==> src/rtl/fma_pkg.sv <==
// Shared widths for the FMA alignment stage: default operand sizes and the
// guard/round/sticky extension carried by aligned mantissas.
package fma_pkg;
    localparam int MW_DEF = 48;
    localparam int EW_DEF = 9;
    localparam int GRS_W  = 3;
    localparam int OPW    = 8;
    localparam int AW_DEF = MW_DEF + GRS_W;
endpackage

==> src/rtl/fma_align_stage_if.sv <==
// Input/output beat bundle of the alignment stage; slave side is the stage,
// master side is whoever feeds and drains it.
interface fma_align_stage_if
    import fma_pkg::*;
#(
    parameter int MW = MW_DEF,
    parameter int EW = EW_DEF
);
    localparam int AW = MW + GRS_W;

    logic           in_valid;
    logic           in_ready;
    logic [EW-1:0]  ab_exp;
    logic [EW-1:0]  cd_exp;
    logic [MW-1:0]  ab_man;
    logic [MW-1:0]  cd_man;
    logic           ab_sign;
    logic           cd_sign;
    logic [OPW-1:0] op_sel;
    logic           path_sel;
    logic           out_valid;
    logic           out_ready;
    logic [AW-1:0]  big_man;
    logic [AW-1:0]  sml_man;
    logic [EW-1:0]  res_exp;
    logic           big_sign;
    logic           eff_sub;
    logic           swap;
    logic [OPW-1:0] op_sel_o;
    logic           path_o;

    modport master (
        output in_valid, ab_exp, cd_exp, ab_man, cd_man, ab_sign, cd_sign,
               op_sel, path_sel, out_ready,
        input  in_ready, out_valid, big_man, sml_man, res_exp, big_sign,
               eff_sub, swap, op_sel_o, path_o
    );

    modport slave (
        input  in_valid, ab_exp, cd_exp, ab_man, cd_man, ab_sign, cd_sign,
               op_sel, path_sel, out_ready,
        output in_ready, out_valid, big_man, sml_man, res_exp, big_sign,
               eff_sub, swap, op_sel_o, path_o
    );
endinterface

==> src/rtl/fma_rshift_sticky.sv <==
// Right shift by sh_i with every shifted-out bit ORed into bit 0; shifts of
// W or more collapse the whole operand into the sticky bit.
module fma_rshift_sticky #(
    parameter int W  = 51,
    parameter int SW = 9
) (
    input  logic [W-1:0]  din_i,
    input  logic [SW-1:0] sh_i,
    output logic [W-1:0]  dout_o
);
    localparam logic [31:0] W_U = 32'(W);

    logic [W-1:0] shifted;
    logic [W-1:0] lost_mask;
    logic         sticky;
    logic         sat;

    assign sat       = 32'(sh_i) >= W_U;
    assign shifted   = din_i >> sh_i;
    assign lost_mask = ~({W{1'b1}} << sh_i);
    assign sticky    = |(din_i & lost_mask);
    assign dout_o    = sat ? {{(W-1){1'b0}}, |din_i}
                           : {shifted[W-1:1], shifted[0] | sticky};
endmodule

==> src/rtl/fma_align_stage.sv <==
// FMA operand alignment: stage 1 orders the products by exponent sum,
// stage 2 right-shifts the smaller mantissa with G/R/S into the output register.
module fma_align_stage
    import fma_pkg::*;
#(
    parameter int MW = MW_DEF,
    parameter int EW = EW_DEF
) (
    input logic              clk,
    input logic              rst,
    fma_align_stage_if.slave bus
);
    localparam int AW = MW + GRS_W;

    logic s1_valid_q, s1_valid_d;
    logic s2_valid_q, s2_valid_d;
    logic s1_adv, in_ready, s1_load, s2_load;

    // Upstream sees ready whenever stage 1 is empty or will drain this cycle.
    assign s1_adv     = !s2_valid_q || bus.out_ready;
    assign in_ready   = !s1_valid_q || s1_adv;
    assign s1_load    = bus.in_valid && in_ready;
    assign s2_load    = s1_valid_q && s1_adv;
    assign s1_valid_d = in_ready ? bus.in_valid : s1_valid_q;
    assign s2_valid_d = s1_adv ? s1_valid_q : s2_valid_q;

    logic          swap_c;
    logic [EW-1:0] diff_c;
    assign swap_c = bus.cd_exp > bus.ab_exp;
    assign diff_c = swap_c ? bus.cd_exp - bus.ab_exp : bus.ab_exp - bus.cd_exp;

    logic [MW-1:0]  s1_big_q, s1_sml_q;
    logic [EW-1:0]  s1_diff_q, s1_exp_q;
    logic           s1_bsign_q, s1_esub_q, s1_swap_q, s1_path_q;
    logic [OPW-1:0] s1_op_q;

    always_ff @(posedge clk) begin
        if (rst) begin
            s1_valid_q <= 1'b0;
            s1_big_q   <= '0;
            s1_sml_q   <= '0;
            s1_diff_q  <= '0;
            s1_exp_q   <= '0;
            s1_bsign_q <= 1'b0;
            s1_esub_q  <= 1'b0;
            s1_swap_q  <= 1'b0;
            s1_path_q  <= 1'b0;
            s1_op_q    <= '0;
        end else begin
            s1_valid_q <= s1_valid_d;
            if (s1_load) begin
                s1_big_q   <= swap_c ? bus.cd_man : bus.ab_man;
                s1_sml_q   <= swap_c ? bus.ab_man : bus.cd_man;
                s1_diff_q  <= diff_c;
                s1_exp_q   <= swap_c ? bus.cd_exp : bus.ab_exp;
                s1_bsign_q <= swap_c ? bus.cd_sign : bus.ab_sign;
                s1_esub_q  <= bus.ab_sign ^ bus.cd_sign;
                s1_swap_q  <= swap_c;
                s1_path_q  <= bus.path_sel;
                s1_op_q    <= bus.op_sel;
            end
        end
    end

    logic [AW-1:0] shf_out;

    fma_rshift_sticky #(.W(AW), .SW(EW)) u_shf (
        .din_i  ({s1_sml_q, {GRS_W{1'b0}}}),
        .sh_i   (s1_diff_q),
        .dout_o (shf_out)
    );

    logic [AW-1:0]  big_man_q, sml_man_q;
    logic [EW-1:0]  res_exp_q;
    logic           big_sign_q, eff_sub_q, swap_q, path_q;
    logic [OPW-1:0] op_sel_q;

    always_ff @(posedge clk) begin
        if (rst) begin
            s2_valid_q <= 1'b0;
            big_man_q  <= '0;
            sml_man_q  <= '0;
            res_exp_q  <= '0;
            big_sign_q <= 1'b0;
            eff_sub_q  <= 1'b0;
            swap_q     <= 1'b0;
            path_q     <= 1'b0;
            op_sel_q   <= '0;
        end else begin
            s2_valid_q <= s2_valid_d;
            if (s2_load) begin
                big_man_q  <= {s1_big_q, {GRS_W{1'b0}}};
                sml_man_q  <= shf_out;
                res_exp_q  <= s1_exp_q;
                big_sign_q <= s1_bsign_q;
                eff_sub_q  <= s1_esub_q;
                swap_q     <= s1_swap_q;
                path_q     <= s1_path_q;
                op_sel_q   <= s1_op_q;
            end
        end
    end

    assign bus.in_ready  = in_ready;
    assign bus.out_valid = s2_valid_q;
    assign bus.big_man   = big_man_q;
    assign bus.sml_man   = sml_man_q;
    assign bus.res_exp   = res_exp_q;
    assign bus.big_sign  = big_sign_q;
    assign bus.eff_sub   = eff_sub_q;
    assign bus.swap      = swap_q;
    assign bus.op_sel_o  = op_sel_q;
    assign bus.path_o    = path_q;
endmodule

==> src/flat_wrapper.sv <==
// flat-port wrapper written by rule: the top's interface ports become plain ports
module fma_align_stage_flat import fma_pkg::*;
#(
    parameter int MW = MW_DEF,
    parameter int EW = EW_DEF
)
  (clk, rst, bus_in_valid, bus_ab_exp, bus_cd_exp, bus_ab_man, bus_cd_man, bus_ab_sign, bus_cd_sign, bus_op_sel, bus_path_sel, bus_out_ready, bus_in_ready, bus_out_valid, bus_big_man, bus_sml_man, bus_res_exp, bus_big_sign, bus_eff_sub, bus_swap, bus_op_sel_o, bus_path_o);
  fma_align_stage_if #(.MW(MW), .EW(EW)) bus_i ();
  input logic clk;
  input logic rst;
  input wire logic [$bits(bus_i.in_valid)-1:0] bus_in_valid;
  input wire logic [$bits(bus_i.ab_exp)-1:0] bus_ab_exp;
  input wire logic [$bits(bus_i.cd_exp)-1:0] bus_cd_exp;
  input wire logic [$bits(bus_i.ab_man)-1:0] bus_ab_man;
  input wire logic [$bits(bus_i.cd_man)-1:0] bus_cd_man;
  input wire logic [$bits(bus_i.ab_sign)-1:0] bus_ab_sign;
  input wire logic [$bits(bus_i.cd_sign)-1:0] bus_cd_sign;
  input wire logic [$bits(bus_i.op_sel)-1:0] bus_op_sel;
  input wire logic [$bits(bus_i.path_sel)-1:0] bus_path_sel;
  input wire logic [$bits(bus_i.out_ready)-1:0] bus_out_ready;
  output wire logic [$bits(bus_i.in_ready)-1:0] bus_in_ready;
  output wire logic [$bits(bus_i.out_valid)-1:0] bus_out_valid;
  output wire logic [$bits(bus_i.big_man)-1:0] bus_big_man;
  output wire logic [$bits(bus_i.sml_man)-1:0] bus_sml_man;
  output wire logic [$bits(bus_i.res_exp)-1:0] bus_res_exp;
  output wire logic [$bits(bus_i.big_sign)-1:0] bus_big_sign;
  output wire logic [$bits(bus_i.eff_sub)-1:0] bus_eff_sub;
  output wire logic [$bits(bus_i.swap)-1:0] bus_swap;
  output wire logic [$bits(bus_i.op_sel_o)-1:0] bus_op_sel_o;
  output wire logic [$bits(bus_i.path_o)-1:0] bus_path_o;
  assign bus_i.in_valid = bus_in_valid;
  assign bus_i.ab_exp = bus_ab_exp;
  assign bus_i.cd_exp = bus_cd_exp;
  assign bus_i.ab_man = bus_ab_man;
  assign bus_i.cd_man = bus_cd_man;
  assign bus_i.ab_sign = bus_ab_sign;
  assign bus_i.cd_sign = bus_cd_sign;
  assign bus_i.op_sel = bus_op_sel;
  assign bus_i.path_sel = bus_path_sel;
  assign bus_i.out_ready = bus_out_ready;
  assign bus_in_ready = bus_i.in_ready;
  assign bus_out_valid = bus_i.out_valid;
  assign bus_big_man = bus_i.big_man;
  assign bus_sml_man = bus_i.sml_man;
  assign bus_res_exp = bus_i.res_exp;
  assign bus_big_sign = bus_i.big_sign;
  assign bus_eff_sub = bus_i.eff_sub;
  assign bus_swap = bus_i.swap;
  assign bus_op_sel_o = bus_i.op_sel_o;
  assign bus_path_o = bus_i.path_o;
  fma_align_stage #(.MW(MW), .EW(EW)) u_core (.clk(clk), .rst(rst), .bus(bus_i));
endmodule
==> config.mk <==
export PLATFORM = sky130hd
export DESIGN_NAME = fma_align_stage_flat
export DESIGN_NICKNAME = d
export VERILOG_FILES = /design/src/rtl/fma_pkg.sv /design/src/rtl/fma_align_stage_if.sv /design/src/rtl/fma_rshift_sticky.sv /design/src/rtl/fma_align_stage.sv /design/src/flat_wrapper.sv
export SDC_FILE = /design/constraint.sdc
export NUM_CORES = 1
export LEC_CHECK = 0
export BUFFER_PORTS_ARGS = -buffer_cell sky130_fd_sc_hd__buf_2
export CORE_UTILIZATION = 40
export CTS_BUF_LIST = sky130_fd_sc_hd__clkbuf_4 sky130_fd_sc_hd__clkbuf_8 sky130_fd_sc_hd__clkbuf_16
export CTS_CLUSTER_DIAMETER = 100
export DETAILED_ROUTE_END_ITERATION = 8
export PLACE_DENSITY = 0.71
export SYNTH_ARGS = -nofsm -noshare
export SYNTH_HDL_FRONTEND = slang
export SYNTH_SLANG_ARGS = --single-unit
==> constraint.sdc <==
create_clock -name clk -period 2.54 [get_ports clk]
set_input_delay 0.381 -clock clk [delete_from_list [all_inputs] [get_ports clk]]
set_output_delay 0.381 -clock clk [all_outputs]
set_load 0.01 [all_outputs]
**Word level (Yosys, flattened, before mapping)**

Index checks and enable logic that the tools add are counted.

- Bitwise gates (word level): 4
- Eq/ne operators: 0
- Reduce and logical (&&, ||, !) cells: 8
- Order comparisons: 2
- Multiplexer cells: 6
- Shift-type cells: 2
- Multipliers: 0
- Divide/modulo/power cells: 0
- Add/subtract/negate cells: 2

Operator list:

| operator | count |
|---|---|
| $mux 48 | 2 |
| $and 51x51->51 | 1 |
| $mux 51 | 1 |
| $not 51->51 | 1 |
| $reduce_or 51->1 | 1 |
| $shl 51x9->51 const A | 1 |
| $shr 51x9->51 | 1 |
| $reduce_or 48->1 | 1 |
| $mux 9 | 2 |
| $sub 9x9->9 | 2 |
| $ge 9x6->1 const B | 1 |
| $gt 9x9->1 | 1 |
| $logic_and 1x1->1 | 2 |
| $logic_not 1->1 | 2 |
| $logic_or 1x1->1 | 2 |
| $mux 1 | 1 |
| $or 1x1->1 | 1 |
| $xor 1x1->1 | 1 |

- Register bits after elaboration: 248
- Memory bits (writable): 0
- Memories: 0
- Memory bits (read-only): 0
- Logic and storage cells: 43
- Output and inout bits: 125
- Latch bits: 0

**Logic depth before layout (Yosys ltp)**

- Word-level depth: 6
- Mapped depth: 12
- Mapped depth without buffers: 9

**Modules after synthesis**

A second synthesis with hierarchy kept.

- Cell total of the unflattened synthesis: 1,765
- Area, all modules: 14,636.5 um^2

By module, submodules not included:

| module | instances | area an instance (um^2) | cells an instance | sequential area each (um^2) |
|---|---|---|---|---|
| fma_align_stage | 1 | 10,246.1 | 1,195 | 4,964.8 |
| fma_rshift_sticky | 1 | 4,390.5 | 570 | 0.0 |

**Worst setup path before layout**

Ideal clock, no wire load.

- Path type: input -> register
- Start point: input bus_cd_exp[5]
- End point: register u_core.s1_diff_q[8]
- Stages on the path: 10
- Path slack: 0.129 ns
- Path buffers: 2
- Setup time: 0.062 ns
- Arrival: 2.350 ns
- Required time: 2.478 ns
- Cell sequence: inv_1 -> ha_1 -> buf_2 -> and3_1 -> a31o_2 -> a21oi_2 -> buf_6 -> mux2_4 -> a2111o_1 -> nand3_1

- Word-level cells in the longest chain between the ends: 2
- Elaborated cells on any way between the ends: 4
- Classes of those cells: 2 x add/sub; 1 x order compare; 1 x mux

Ends and longest elaborated chain:

| what | line | text |
|---|---|---|
| start, declared | flat_wrapper.sv:13 | `input wire logic [$bits(bus_i.cd_exp)-1:0] bus_cd_exp;` |
| $sub 9x9->9 or $gt 9x9->1 (tied branches) | fma_align_stage.sv:30, fma_align_stage.sv:29 |  |
| $mux 9 * | fma_align_stage.sv:30 | `assign diff_c = swap_c ? bus.cd_exp - bus.ab_exp : bus.ab_exp - bus.cd_exp;` |
| end signal, assigned | fma_align_stage.sv:54 | `s1_diff_q <= diff_c;` |
| end, declared | fma_align_stage.sv:33 | `logic [EW-1:0] s1_diff_q, s1_exp_q;` |

Mark *: on every way between the ends. The rest lies on a longest branch, timed or not.
A chain may end at the register's enable or synchronous reset.

**Worst setup path in the final report**

- Start point: register u_core.s1_diff_q[1]
- End point: register u_core.sml_man_q[0] (netlist: u_core.bus.sml_man[0])

- Word-level cells in the longest chain between the ends: 6
- Elaborated cells on any way between the ends: 8
- Classes of those cells: 1 x order compare; 2 x shift; 1 x mux; 3 x bitwise; 1 x reduce/logical

Ends and longest elaborated chain:

| what | line | text |
|---|---|---|
| $shl 51x9->51 | fma_rshift_sticky.sv:20 | `assign lost_mask = ~({W{1'b1}} << sh_i);` |
| $not 51->51 | fma_rshift_sticky.sv:20 |  |
| $and 51x51->51 | fma_rshift_sticky.sv:21 | `assign sticky = \|(din_i & lost_mask);` |
| $reduce_or 51->1 | fma_rshift_sticky.sv:21 |  |
| $or 1x1->1 | fma_rshift_sticky.sv:23 | `: {shifted[W-1:1], shifted[0] \| sticky};` |
| $mux 51 * | fma_rshift_sticky.sv:22 | `assign dout_o = sat ? {{(W-1){1'b0}}, \|din_i}` |
| end signal, assigned | fma_align_stage.sv:93 | `sml_man_q <= shf_out;` |
| end, declared | fma_align_stage.sv:73 | `logic [AW-1:0] big_man_q, sml_man_q;` |

Marked as above.

==> flow_metrics.py <==
metrics = {
    "min_path": {
        "hold_start": "bus_op_sel[4]",
        "hold_end": "u_core.s1_op_q[4]",
        "hp-class": "primary input to register",
        "whs_path_depth": 3,
    },
    "power": {
        "ir_worst_vdd_v": 0.000515,
        "leakagePower_nw": 7.50,
        "power_w": 0.0120,
        "p_per_area_mw_per_mm2": 683,
    },
    "critical_path": {
        "endpoint_kind": "register",
        "reg2reg_from": "u_core.s1_diff_q[1]",
        "worstPathRequired_ns": 2.97,
        "crit_fanout": 16,
        "r2r_end": "u_core.bus.sml_man[0]",
        "cp_data_arrival_time_ns": 2.88,
        "r2r_setup_slack_ns": 0.09,
        "startpoint": "u_core.s1_diff_q[1]",
        "start_kind": "register",
        "path_class": "register to register",
        "worst-r2r-cell-count": 6,
    },
    "cts": {
        "insertion_delay_ns": 0.57,
        "cts_setup_buffers": 0,
        "clkSinkCount": 248,
        "cts_tree": "yes",
        "ctsLongestPathBuffers": 3,
        "numCtsBuffers": 29,
        "htreeDepth": 1,
        "root_buffer": "clkbuf_16",
        "postCtsHoldBufs": 0,
        "clkTransAtPathRegs_ns": 0.07,
    },
    "logic_synthesis": {
        "ys_seq_elements": 248,
        "synth.yosys.seq_area_share_pct": 34.5,
        "synth_cells": 1709,
        "syn_area_mm2": 0.0144,
        "synth_flop_cell": "dfxtp_1",
        "synth_cell_types": 87,
        "avgSynthCellArea_um2": 8.43,
        "ys_warn_count": 0,
        "synthArstFlopShare_pct": 0,
        "synth_edf_count": 0,
    },
    "timing": {
        "fin_crit_sh_pct": 96.4,
        "rsz0062_at_grt": "false",
        "tightest_slew_ns": 0.917,
        "hold_violations": 0,
        "slew_headroom_pct": 38.4,
        "max_freq_ghz": 0.409,
        "finalSetupViolCount": 0,
        "fin_skew_ns": 0.0283,
        "finalCriticalPeriod_ns": 2.45,
        "slew_violations": 0,
    },
    "grt": {
        "grt_overflow": 0,
        "antenna_found_initial": 5,
        "grt_usage_pct": 25.5,
        "grt_max_degree": 98,
        "grt_pass1_vias": 13289,
        "grt_pass1_wl_um": 74500,
    },
    "place": {
        "io_buffers": 250,
        "gp_congestion": 0.942,
        "hpwl_um": 34600,
    },
    "cells_and_area": {
        "fill_cells": 3337,
        "final_nets": 2103,
        "final_common_cell": "nand2_1",
        "seq_area_mm2": 0.00497,
        "final_cell_mix": "281 x nand2_1, 249 x buf_2, 244 x dfxtp_1",
        "synthToLayoutAreaGrowth_pct": 22.3,
        "drive_gt1_share_pct": 26.9,
        "post-route-util_pct": 49.6,
        "multiInputGateArea_mm2": 0.00854,
    },
    "route": {
        "ant_nets": 0,
        "routedWlPerCell_um": 19.6,
        "vias": 14177,
        "drc": 0,
        "drtIter0Drc": 1333,
        "firstDrtPassIters": 6,
        "routed_wl_um": 47800,
        "viasPerCell": 5.81,
    },
    "outcome": {
        "status": "finished clean",
    },
    "job": {
        "cap_violations": 0,
    },
    "floorplanning": {
        "core_area_mm2": 0.0355,
        "io_pins": 254,
        "fp.dieW_um": 192,
        "initial_utilization_pct": 40.6,
        "dieArea_mm2": 0.0368,
        "rows": 69,
        "die_h_um": 192,
    },
}
[cells in the mapped netlist (all sizes together), types with 4 or more instances]
cell type	instances	area [um^2]
nand2	282	1060
dfxtp	248	4960
nor2	170	643
a21oi	138	702
mux2i	126	1260
a211oi	110	826
clkbuf	92	345
buf	69	477
o21ai	58	290
mux4	43	968
nand3	38	190
mux2	34	387
inv	31	116
nor3	29	166
a22oi	21	158
ha	17	213
a22o	14	123
a31oi	14	87.6
nor4	14	93.8
o211ai	12	90.1
a311oi	10	87.6
a21o	8	60.1
and3	8	55.1
o31ai	7	52.6
a211o	5	43.8
nand3b	5	37.5
o221ai	5	43.8
o31a	5	43.8
or3	5	36.3
a221oi	4	41.3
a2bb2oi	4	35.0
and2	4	25.0
and4	4	37.5
nand2b	4	25.0
nand4	4	25.0
nor2b	4	25.0
o21a	4	30.0
or2	4	25.0
[flip-flops by register name, summed over array words and instances, names as in the netlist]
signal / count
u_core.s1_bsign_q: 1
u_core.bus.eff_sub: 1
u_core.bus.big_sign: 1
u_core.s1_big_q: 48
u_core.s1_exp_q: 9
u_core.bus.op_sel_o: 8
u_core.s1_path_q: 1
u_core.s1_esub_q: 1
u_core.s1_swap_q: 1
u_core.s1_sml_q: 48
u_core.bus.sml_man: 51
u_core.bus.big_man: 48
u_core.bus.res_exp: 9
u_core.s1_op_q: 8
u_core.s1_diff_q: 9
u_core.s1_valid_q: 1
u_core.bus.swap: 1
u_core.bus.out_valid: 1
u_core.bus.path_o: 1
[report_power, final]
group / switching (W) / leakage [nW] / internal, W
Sequential: 0.000301 / 2.04 / 0.00413
Combinational: 0.00184 / 4.95 / 0.00137
Clock: 0.00170 / 0.509 / 0.00268
Total: 0.00384 / 7.50 / 0.00818
[metrics by stage]
stage	cell area [um^2]	instances	TNS [ns]	hold slack, ns	setup WS, ns
floorplan	14400	1711	0	0.432	0.129
global placement	16600	2385	-0.0821	0.422	-0.0333
detailed placement	16600	2385	-0.255	0.437	-0.0676
CTS	17600	2438	0	0.0478	0.0115
global route	17600	2440	0	0.0801	0.0311
finish	17600	2440	0	0.0706	0.0926
[cell families after synthesis]
| kind of cell | Yosys count | synth area share [%] |
|---|---|---|
| xor gates and xnor gates | 4 | 0.243 |
| and+or+nand+nor | 582 | 17.4 |
| AOI/OAI and AO/OA | 460 | 21.5 |
| adders and majority gates | 19 | 1.75 |
| buffers and inverters | 192 | 6.51 |
| other | 1 | 0.0260 |
| DFF | 248 | 34.5 |
| muxes | 203 | 18.2 |
[critical path, stage by stage, from the launching register on]
cell and delay (ns):
dfxtp_4 0.48, mux4_2 0.53, mux2_2 0.33, a21oi_1 0.18
a21oi_2 0.08, o41ai_1 0.58, a31oi_1 0.13
[worst max-delay path by stage]
stage / endpoint / cells after the start
after global placement: u_core.s1_sml_q[37] / 11
final: u_core.bus.sml_man[0] / 6
after CTS: u_core.bus.sml_man[0] / 6
after global routing: u_core.bus.sml_man[1] / 8
after floorplan: u_core.s1_diff_q[8] / 10
after detailed placement: u_core.s1_sml_q[38] / 11
[per-layer routing]
layer	GRT usage [%]	up-vias	share of wire (%)
met5	0	-	0.048
met4	7.94	4	2.8
met3	4.70	110	8.1
met2	41.1	669	46
met1	34.2	6675	43
li1	-	6719	-
[area by class of cell]
class / instances / area share [%]
well taps: 461 / 3.28
multi-input cells: 1271 / 48.5
inverters: 31 / 0.661
clock inverters: 12 / 0.867
repair buffers: 374 / 13.5
diodes: 2 / 0.0284
clock buffers: 41 / 4.92
flip-flops and latches: 248 / 28.2
[repair_timing]
action                                  in CTS  in global routing
endpoints found under the setup margin       0                 10
endpoints found under the hold margin        0                  0
resized for setup                            0                  4
No activity file was read; power rests on OpenSTA's default activity.
